File: src/rtl/sccb_responder_pkg.sv
// -----------------------------------------------------------------------------
// sccb_responder_pkg
// Shared definitions for the SCCB responder (OV7670 camera emulator):
//   - state_e          : protocol FSM states
//   - SCCB_ID_WR/RD    : default 8-bit write/read device IDs
//   - REG_PID/REG_VER  : addresses of the fixed identification registers
//   - reg_reset_value  : power-on contents of one register-file entry
//   - is_id_reg        : true for the two identification registers
// -----------------------------------------------------------------------------
package sccb_responder_pkg;

    typedef enum logic [3:0] {
        ST_IDLE,
        ST_ID,
        ST_ID_ACK,
        ST_SUB,
        ST_SUB_ACK,
        ST_WDATA,
        ST_WDATA_ACK,
        ST_RDATA,
        ST_RDATA_NA,
        ST_IGNORE
    } state_e;

    localparam logic [7:0] SCCB_ID_WR = 8'h42;
    localparam logic [7:0] SCCB_ID_RD = SCCB_ID_WR | 8'h01;

    localparam logic [7:0] REG_PID = 8'h0A;
    localparam logic [7:0] REG_VER = 8'h0B;

    // Everything powers up as 0x00 except the two identification registers.
    function automatic logic [7:0] reg_reset_value(
        input logic [7:0] addr,
        input logic [7:0] pid,
        input logic [7:0] ver
    );
        logic [7:0] val;
        val = 8'h00;
        if (addr == REG_PID) val = pid;
        if (addr == REG_VER) val = ver;
        return val;
    endfunction

    function automatic logic is_id_reg(input logic [7:0] addr);
        return (addr == REG_PID) || (addr == REG_VER);
    endfunction

endpackage : sccb_responder_pkg

File: src/rtl/sccb_bus_sync.sv
// -----------------------------------------------------------------------------
// sccb_bus_sync
// Brings the asynchronous SIOC/SIOD pins into the clk domain and derives the
// bus events. Each pin goes through a 2-flop synchronizer followed by a
// 1-flop delay; events are combinational on (synchronized, delayed) pairs, so
// the registered consumer reacts 3 clk after the pin change.
//
// Ports:
//   clk        in   system clock (>= 8x SIOC)
//   rst_n      in   synchronous active-low reset
//   sioc       in   raw SCCB clock pin
//   siod_in    in   raw SCCB data pin
//   scl_rise   out  1-cycle pulse: SIOC rose (bit sample point)
//   scl_fall   out  1-cycle pulse: SIOC fell (slave may change SIOD)
//   start_det  out  1-cycle pulse: SIOD fell while SIOC high
//   stop_det   out  1-cycle pulse: SIOD rose while SIOC high
//   sda_s      out  synchronized SIOD level
// -----------------------------------------------------------------------------
module sccb_bus_sync (
    input  logic clk,
    input  logic rst_n,
    input  logic sioc,
    input  logic siod_in,
    output logic scl_rise,
    output logic scl_fall,
    output logic start_det,
    output logic stop_det,
    output logic sda_s
);

    logic [1:0] scl_sync_q;
    logic [1:0] sda_sync_q;
    logic       scl_dly_q;
    logic       sda_dly_q;
    logic       scl_s;

    // Reset to the idle-bus level (both lines high) so that leaving reset on a
    // quiet bus never manufactures a START or STOP.
    // NOTE: every flop here is written with <= so all stages sample the value
    // from before the edge; blocking assignments would collapse the chain into
    // a single stage and defeat the synchronizer.
    always_ff @(posedge clk) begin
        if (!rst_n) begin
            scl_sync_q <= 2'b11;
            sda_sync_q <= 2'b11;
            scl_dly_q  <= 1'b1;
            sda_dly_q  <= 1'b1;
        end else begin
            scl_sync_q <= {scl_sync_q[0], sioc};
            sda_sync_q <= {sda_sync_q[0], siod_in};
            scl_dly_q  <= scl_sync_q[1];
            sda_dly_q  <= sda_sync_q[1];
        end
    end

    assign scl_s = scl_sync_q[1];
    assign sda_s = sda_sync_q[1];

    assign scl_rise = scl_s & ~scl_dly_q;
    assign scl_fall = ~scl_s & scl_dly_q;

    // SIOC must be high in both samples, so a data change that lands in the
    // same cycle as an SIOC edge is never mistaken for START/STOP.
    assign start_det = scl_s & scl_dly_q &  sda_dly_q & ~sda_s;
    assign stop_det  = scl_s & scl_dly_q & ~sda_dly_q &  sda_s;

endmodule : sccb_bus_sync

File: src/rtl/sccb_responder.sv
// -----------------------------------------------------------------------------
// sccb_responder
// SCCB slave emulating the OV7670 configuration port. Decodes 3-phase writes
// (ID, sub-address, data) into a 256x8 register file and answers 2-phase reads
// (ID, data) from the last latched sub-address. Used for on-board loopback of
// a configuration master: the written values can be watched on the wr_* strobe
// or inspected through the side-band peek port.
//
// Ports:
//   clk        in   system clock (>= 8x SIOC)
//   rst_n      in   synchronous active-low reset; also re-initialises registers
//   sioc       in   SCCB clock from the master (asynchronous)
//   siod_in    in   SCCB data as seen on the bus (asynchronous)
//   siod_oe    out  1 = pull SIOD low (open-drain), 0 = release
//   wr_strobe  out  1-cycle pulse when a register write commits
//   wr_addr    out  address of the committed write (valid with wr_strobe)
//   wr_data    out  data of the committed write (valid with wr_strobe)
//   busy       out  high from an accepted START until the next STOP
//   peek_addr  in   side-band read address
//   peek_data  out  reg[peek_addr], one cycle of latency
// -----------------------------------------------------------------------------
module sccb_responder
    import sccb_responder_pkg::*;
#(
    parameter logic [7:0] DEVICE_ID  = SCCB_ID_WR,
    parameter bit         ACK_EN     = 1'b1,
    parameter logic [7:0] PID_VAL    = 8'h76,
    parameter logic [7:0] VER_VAL    = 8'h73,
    parameter bit         RO_PROTECT = 1'b1
) (
    input  logic       clk,
    input  logic       rst_n,
    input  logic       sioc,
    input  logic       siod_in,
    output logic       siod_oe,
    output logic       wr_strobe,
    output logic [7:0] wr_addr,
    output logic [7:0] wr_data,
    output logic       busy,
    input  logic [7:0] peek_addr,
    output logic [7:0] peek_data
);

    localparam logic [7:0] READ_ID = DEVICE_ID | 8'h01;

    logic scl_rise;
    logic scl_fall;
    logic start_det;
    logic stop_det;
    logic sda_s;

    sccb_bus_sync u_bus_sync (
        .clk       (clk),
        .rst_n     (rst_n),
        .sioc      (sioc),
        .siod_in   (siod_in),
        .scl_rise  (scl_rise),
        .scl_fall  (scl_fall),
        .start_det (start_det),
        .stop_det  (stop_det),
        .sda_s     (sda_s)
    );

    state_e     state_q, state_d;
    logic [3:0] bit_cnt_q, bit_cnt_d;
    logic [7:0] shift_q, shift_d;
    logic       dir_rd_q, dir_rd_d;
    logic [7:0] ptr_q, ptr_d;
    logic       siod_oe_q, siod_oe_d;
    logic       wr_strobe_q, wr_strobe_d;
    logic [7:0] wr_addr_q, wr_addr_d;
    logic [7:0] wr_data_q, wr_data_d;
    logic [7:0] peek_data_q;
    logic [7:0] regs_q [256];

    logic       reg_we;
    logic [7:0] rx_byte;
    logic [7:0] rd_byte;

    assign rx_byte = {shift_q[6:0], sda_s};
    assign rd_byte = regs_q[ptr_q];

    // -------------------------------------------------------------------------
    // Next-state / output logic.
    // Ack bits use bit_cnt as a 3-step sequencer:
    //   0 -> (SIOC fall) drive ACK -> 1 -> (SIOC rise, 9th bit) -> 2
    //   2 -> (SIOC fall) release and move on.
    // In RDATA, bit_cnt counts the bits the master has already sampled.
    // -------------------------------------------------------------------------
    // NOTE: every signal assigned below gets its default first, so no path
    // leaves one unassigned and no latch can be inferred.
    always_comb begin
        state_d     = state_q;
        bit_cnt_d   = bit_cnt_q;
        shift_d     = shift_q;
        dir_rd_d    = dir_rd_q;
        ptr_d       = ptr_q;
        siod_oe_d   = siod_oe_q;
        wr_strobe_d = 1'b0;
        wr_addr_d   = wr_addr_q;
        wr_data_d   = wr_data_q;
        reg_we      = 1'b0;

        if (stop_det) begin
            state_d   = ST_IDLE;
            bit_cnt_d = '0;
            siod_oe_d = 1'b0;
        end else if (start_det) begin
            // Also covers repeated START: any partial byte is dropped.
            state_d   = ST_ID;
            bit_cnt_d = '0;
            siod_oe_d = 1'b0;
        end else begin
            unique case (state_q)
                ST_IDLE: ;

                ST_ID: begin
                    if (scl_rise) begin
                        shift_d   = rx_byte;
                        bit_cnt_d = bit_cnt_q + 4'd1;
                        if (bit_cnt_q == 4'd7) begin
                            bit_cnt_d = '0;
                            if (rx_byte == DEVICE_ID) begin
                                dir_rd_d = 1'b0;
                                state_d  = ST_ID_ACK;
                            end else if (rx_byte == READ_ID) begin
                                dir_rd_d = 1'b1;
                                state_d  = ST_ID_ACK;
                            end else begin
                                state_d  = ST_IGNORE;
                            end
                        end
                    end
                end

                ST_SUB: begin
                    if (scl_rise) begin
                        shift_d   = rx_byte;
                        bit_cnt_d = bit_cnt_q + 4'd1;
                        if (bit_cnt_q == 4'd7) begin
                            bit_cnt_d = '0;
                            ptr_d     = rx_byte;
                            state_d   = ST_SUB_ACK;
                        end
                    end
                end

                ST_WDATA: begin
                    if (scl_rise) begin
                        shift_d   = rx_byte;
                        bit_cnt_d = bit_cnt_q + 4'd1;
                        if (bit_cnt_q == 4'd7) begin
                            bit_cnt_d = '0;
                            state_d   = ST_WDATA_ACK;
                            // Protected ID registers are acked but untouched.
                            if (!(RO_PROTECT && is_id_reg(ptr_q))) begin
                                reg_we      = 1'b1;
                                wr_strobe_d = 1'b1;
                                wr_addr_d   = ptr_q;
                                wr_data_d   = rx_byte;
                            end
                        end
                    end
                end

                ST_ID_ACK, ST_SUB_ACK, ST_WDATA_ACK: begin
                    if (scl_fall && bit_cnt_q == 4'd0) begin
                        siod_oe_d = ACK_EN;
                        bit_cnt_d = 4'd1;
                    end else if (scl_rise && bit_cnt_q == 4'd1) begin
                        bit_cnt_d = 4'd2;
                    end else if (scl_fall && bit_cnt_q == 4'd2) begin
                        siod_oe_d = 1'b0;
                        bit_cnt_d = '0;
                        if (state_q == ST_ID_ACK) begin
                            if (dir_rd_q) begin
                                // First read bit goes out on this same fall.
                                state_d   = ST_RDATA;
                                shift_d   = rd_byte;
                                siod_oe_d = ~rd_byte[7];
                            end else begin
                                state_d   = ST_SUB;
                            end
                        end else if (state_q == ST_SUB_ACK) begin
                            state_d = ST_WDATA;
                        end else begin
                            // Bytes beyond the first data byte are not stored.
                            state_d = ST_IGNORE;
                        end
                    end
                end

                ST_RDATA: begin
                    if (scl_rise) begin
                        bit_cnt_d = bit_cnt_q + 4'd1;
                    end else if (scl_fall) begin
                        if (bit_cnt_q == 4'd8) begin
                            state_d   = ST_RDATA_NA;
                            bit_cnt_d = '0;
                            siod_oe_d = 1'b0;
                        end else begin
                            shift_d   = {shift_q[6:0], 1'b0};
                            siod_oe_d = ~shift_q[6];
                        end
                    end
                end

                // The master's NA/ACK value is irrelevant: one sample, then wait.
                ST_RDATA_NA: begin
                    if (scl_rise) state_d = ST_IGNORE;
                end

                ST_IGNORE: ;

                default: state_d = ST_IDLE;
            endcase
        end
    end

    always_ff @(posedge clk) begin
        if (!rst_n) begin
            state_q     <= ST_IDLE;
            bit_cnt_q   <= '0;
            shift_q     <= '0;
            dir_rd_q    <= 1'b0;
            ptr_q       <= '0;
            siod_oe_q   <= 1'b0;
            wr_strobe_q <= 1'b0;
            wr_addr_q   <= '0;
            wr_data_q   <= '0;
        end else begin
            state_q     <= state_d;
            bit_cnt_q   <= bit_cnt_d;
            shift_q     <= shift_d;
            dir_rd_q    <= dir_rd_d;
            ptr_q       <= ptr_d;
            siod_oe_q   <= siod_oe_d;
            wr_strobe_q <= wr_strobe_d;
            wr_addr_q   <= wr_addr_d;
            wr_data_q   <= wr_data_d;
        end
    end

    // -------------------------------------------------------------------------
    // Register file and peek port. A peek of the address being written in the
    // same cycle returns the old contents.
    // -------------------------------------------------------------------------
    // NOTE: this memory is deliberately reset: a reset must restore the camera's
    // power-on register image, which rules out a RAM macro.
    always_ff @(posedge clk) begin
        if (!rst_n) begin
            for (int i = 0; i < 256; i++) begin
                regs_q[i] <= reg_reset_value(8'(i), PID_VAL, VER_VAL);
            end
            peek_data_q <= '0;
        end else begin
            if (reg_we) regs_q[ptr_q] <= rx_byte;
            peek_data_q <= regs_q[peek_addr];
        end
    end

    assign siod_oe   = siod_oe_q;
    assign wr_strobe = wr_strobe_q;
    assign wr_addr   = wr_addr_q;
    assign wr_data   = wr_data_q;
    assign busy      = (state_q != ST_IDLE);
    assign peek_data = peek_data_q;

endmodule : sccb_responder

File: config.mk
export PLATFORM = sky130hd
export DESIGN_NAME = sccb_responder
export DESIGN_NICKNAME = d
export VERILOG_FILES = /design/src/rtl/sccb_responder_pkg.sv /design/src/rtl/sccb_bus_sync.sv /design/src/rtl/sccb_responder.sv
export SDC_FILE = /design/constraint.sdc
export NUM_CORES = 2
export LEC_CHECK = 0
export BUFFER_PORTS_ARGS = -buffer_cell sky130_fd_sc_hd__buf_2
export CAP_MARGIN = 10
export CORE_MARGIN = 8
export CORE_UTILIZATION = 25
export DETAILED_ROUTE_END_ITERATION = 10
export PLACE_DENSITY = 0.4
export SYNTH_ARGS = -nofsm -noshare
export SYNTH_HDL_FRONTEND = slang
export SYNTH_SLANG_ARGS = --single-unit
File: constraint.sdc
create_clock -name clk -period 6 [get_ports clk]
set_input_delay 0.9 -clock clk [delete_from_list [all_inputs] [get_ports clk]]
set_output_delay 0.9 -clock clk [all_outputs]
set_load 0.005 [all_outputs]
==> results.sh <==
export IMPL_die_h_um=677
export IMPL_crit_path_start_kind="register"
export IMPL_status="completed"
export IMPL_post_route_util=0.288
export IMPL_grt_setup_unrepaired="false"
export IMPL_ff_latch_area_mm2=0.0628
export IMPL_grt_use_total=0.191
export IMPL_ys_seq_elements=2112
export IMPL_clkLatencyLatePin_ns=0.93
export IMPL_cpMaxStageDelayCell="o21ai_0"
export IMPL_post_cts_resized=0
export IMPL_antenna_found_initial=13
export IMPL_clk_pin_slew_ns=0.06
export IMPL_synth_edff_count=2048
export IMPL_hp_class="in -> reg"
export IMPL_grt_overflow=0
export IMPL_cts_root_buffer="clkbuf_16"
export IMPL_grt_busiest_layer="met2"
export IMPL_max_slew_margin_rel=0.129
export IMPL_final_cell_mix="edfxtp_1, nor2_1, nor3_1, mux4_2, nand2_1"
export IMPL_critPathMaxFanout=49
export IMPL_cts_setup_buffers=0
export IMPL_num_rows=242
export IMPL_initial_utilization=0.251
export IMPL_synth_async_reset_ratio=0
export IMPL_maxSlewViolCount=0
export IMPL_dpl_hpwl_um=301000
export IMPL_p_leak_nw=36.1
export IMPL_avgSynthCellArea_um2=14.0
export IMPL_use_met2=0.306
export IMPL_io_buffer_count=38
export IMPL_drcViolationCount=0
export IMPL_worstMarginPinSlew_ns=1.30
export IMPL_yosysUniqueCellTypes=72
export IMPL_min_period_over_period=0.778
export IMPL_fp_coreArea_mm2=0.435
export IMPL_ir_worst_vdd_uv=180
export IMPL_setup_viol=0
export IMPL_grt_max_degree=132
export IMPL_critPathArrivalTime_ns=5.18
export IMPL_layout_drive_gt1_share=0.239
export IMPL_nets=7620
export IMPL_cts_inserted_buffers=265
export IMPL_vias=75300
export IMPL_gr_usage_met1=0.261
export IMPL_wl_per_cell_um=33.7
export IMPL_first_global_vias=74300
export IMPL_finalHoldViolations=0
export IMPL_ys_seq_area_frac=0.575
export IMPL_slowest_delay_ns=0.98
export IMPL_gp_congestion=0.849
export IMPL_critPathRequiredTime_ns=6.51
export IMPL_multiInputGateArea_mm2=0.0428
export IMPL_drt_pre_antenna_iters=5
export IMPL_drtAntennaViolNets=0
export IMPL_end_kind="register"
export IMPL_cts_buffer_depth=4
export IMPL_syn_cell_area_mm2=0.109
export IMPL_grt_use_met3=0.0334
export IMPL_die_w_um=677
export IMPL_cts_htree_levels=5
export IMPL_num_fill_cells=43900
export IMPL_clock_sinks=2112
export IMPL_syn_inst=7813
export IMPL_final_common_cell="edfxtp_1"
export IMPL_hold_buffers=0
export IMPL_rrSetupSlack_ns=1.33
export IMPL_cp_cell_sequence="nor4_2 -> nand3_1 -> and3_1 -> nand2_1 -> nor3b_2 -> nand2_4 -> buf_4 -> o21ai_0"
export IMPL_routed_wl_um=457000
export IMPL_cts_tree="built"
export IMPL_tns_ns=0
export IMPL_viasPerCell=5.55
export IMPL_maxCapViolations=0
export IMPL_synth_ff_type="edfxtp_1"
export IMPL_drt_initial_drc_count=8798
export IMPL_path_class="reg -> reg"
export IMPL_period_needed_ns=4.67
export IMPL_grt_pass1_wl_um=629000
export IMPL_fmax_mhz=214
export IMPL_ios=39
export IMPL_synthToLayoutAreaGrowth_pct=14.5
export IMPL_clock_skew_ns=0.0565
export IMPL_die_area_mm2=0.458
export IMPL_p_per_area_mw_per_mm2=288
export IMPL_synth_warnings=0
## power by group
group | internal [mW] | switching (mW) | total (mW)
clock network | 9.39 | 6.69 | 16.1
registers | 16.9 | 0.475 | 17.4
logic | 1.06 | 1.50 | 2.56
## final cells by class
type / instances / area share
Sequential cell: 2112 / 0.502
Antenna cell: 27 / 0.000540
Timing Repair Buffer: 409 / 0.0297
Tap cell: 5734 / 0.0574
Clock inverter: 144 / 0.0105
Inverter: 21 / 0.00113
Clock buffer: 324 / 0.0570
Multi-Input combinational cell: 4792 / 0.342
## path summary, 6_finish.rpt
path | startpoint | end | cells after the start
min reg2reg | u_bus_sync.sda_sync_q[0] | u_bus_sync.sda_sync_q[1] | 1
max | ptr_q[7] | regs_q[245][2] | 8
min | siod_in | u_bus_sync.sda_sync_q[0] | 2
max reg2reg | ptr_q[7] | regs_q[245][2] | 8
## critical path: cells and delay by family, from the launching register on
family,cells,cell delay [ns]
AND/OR/NAND/NOR,6,1.82
AO/OA/AOI/OAI,1,0.98
flip-flops,1,0.87
buffers and inverters,1,0.45
## Yosys cell counts (35+ instances only)
cell	number	area, µm²
buf_1	35	131
nand3_1	43	215
nor3_1	1058	5300
o21ai_0	158	791
mux4_2	993	22400
edfxtp_1	2048	61500
mux2i_1	190	1900
nor4_1	46	288
o22ai_1	51	319
buf_2	153	766
a21oi_1	195	976
a22oi_1	302	2270
dfxtp_1	64	1280
o221ai_1	62	543
nand2_1	366	1370
clkbuf_1	658	2470
nor2_1	1075	4040
## kinds of logic after synthesis
kind of cell / Yosys count / share of synthesized area
mux: 1199 / 0.225
buf+inv: 923 / 0.0369
compound gates: 891 / 0.0539
flops: 2112 / 0.575
fa+ha+maj: 7 / 0.000802
other cells: 2 / 0.0000688
simple gates: 2678 / 0.108
xor+xnor: 1 / 0.0000802
## flip-flops by register name, summed over array words and instances (netlist names), named ones only
register / count
shift_q: 7
u_bus_sync.scl_sync_q: 2
peek_data: 8
u_bus_sync.sda_dly_q: 1
wr_data: 8
wr_addr: 8
state_q: 4
regs_q: 2048
bit_cnt_q: 4
wr_strobe: 1
siod_oe: 1
u_bus_sync.sda_sync_q: 2
u_bus_sync.scl_dly_q: 1
ptr_q: 8
dir_rd_q: 1
## through the flow
step	instance area (µm²)	hold WS (ns)	total power, mW	std cells	setup WS (ns)
3_3_place_gp	116000	0.412	20.2	13100	1.23
3_5_place_dp	117000	0.402	20.2	13100	1.26
4_1_cts	125000	0.114	36.3	13500	1.37
6_report	125000	0.198	36.0	13600	1.33
5_1_grt	125000	0.171	36.9	13600	1.08
2_1_floorplan	109000	0.386	18.9	7827	2.87
## layer usage
| metal | routed length (µm) | share of wire |
|---|---|---|
| met1 | 193000 | 0.42 |
| met2 | 212000 | 0.46 |
| met3 | 34600 | 0.076 |
| met4 | 17700 | 0.039 |
| met5 | 42 | 0.000092 |
(Power assumes the default switching activity.)
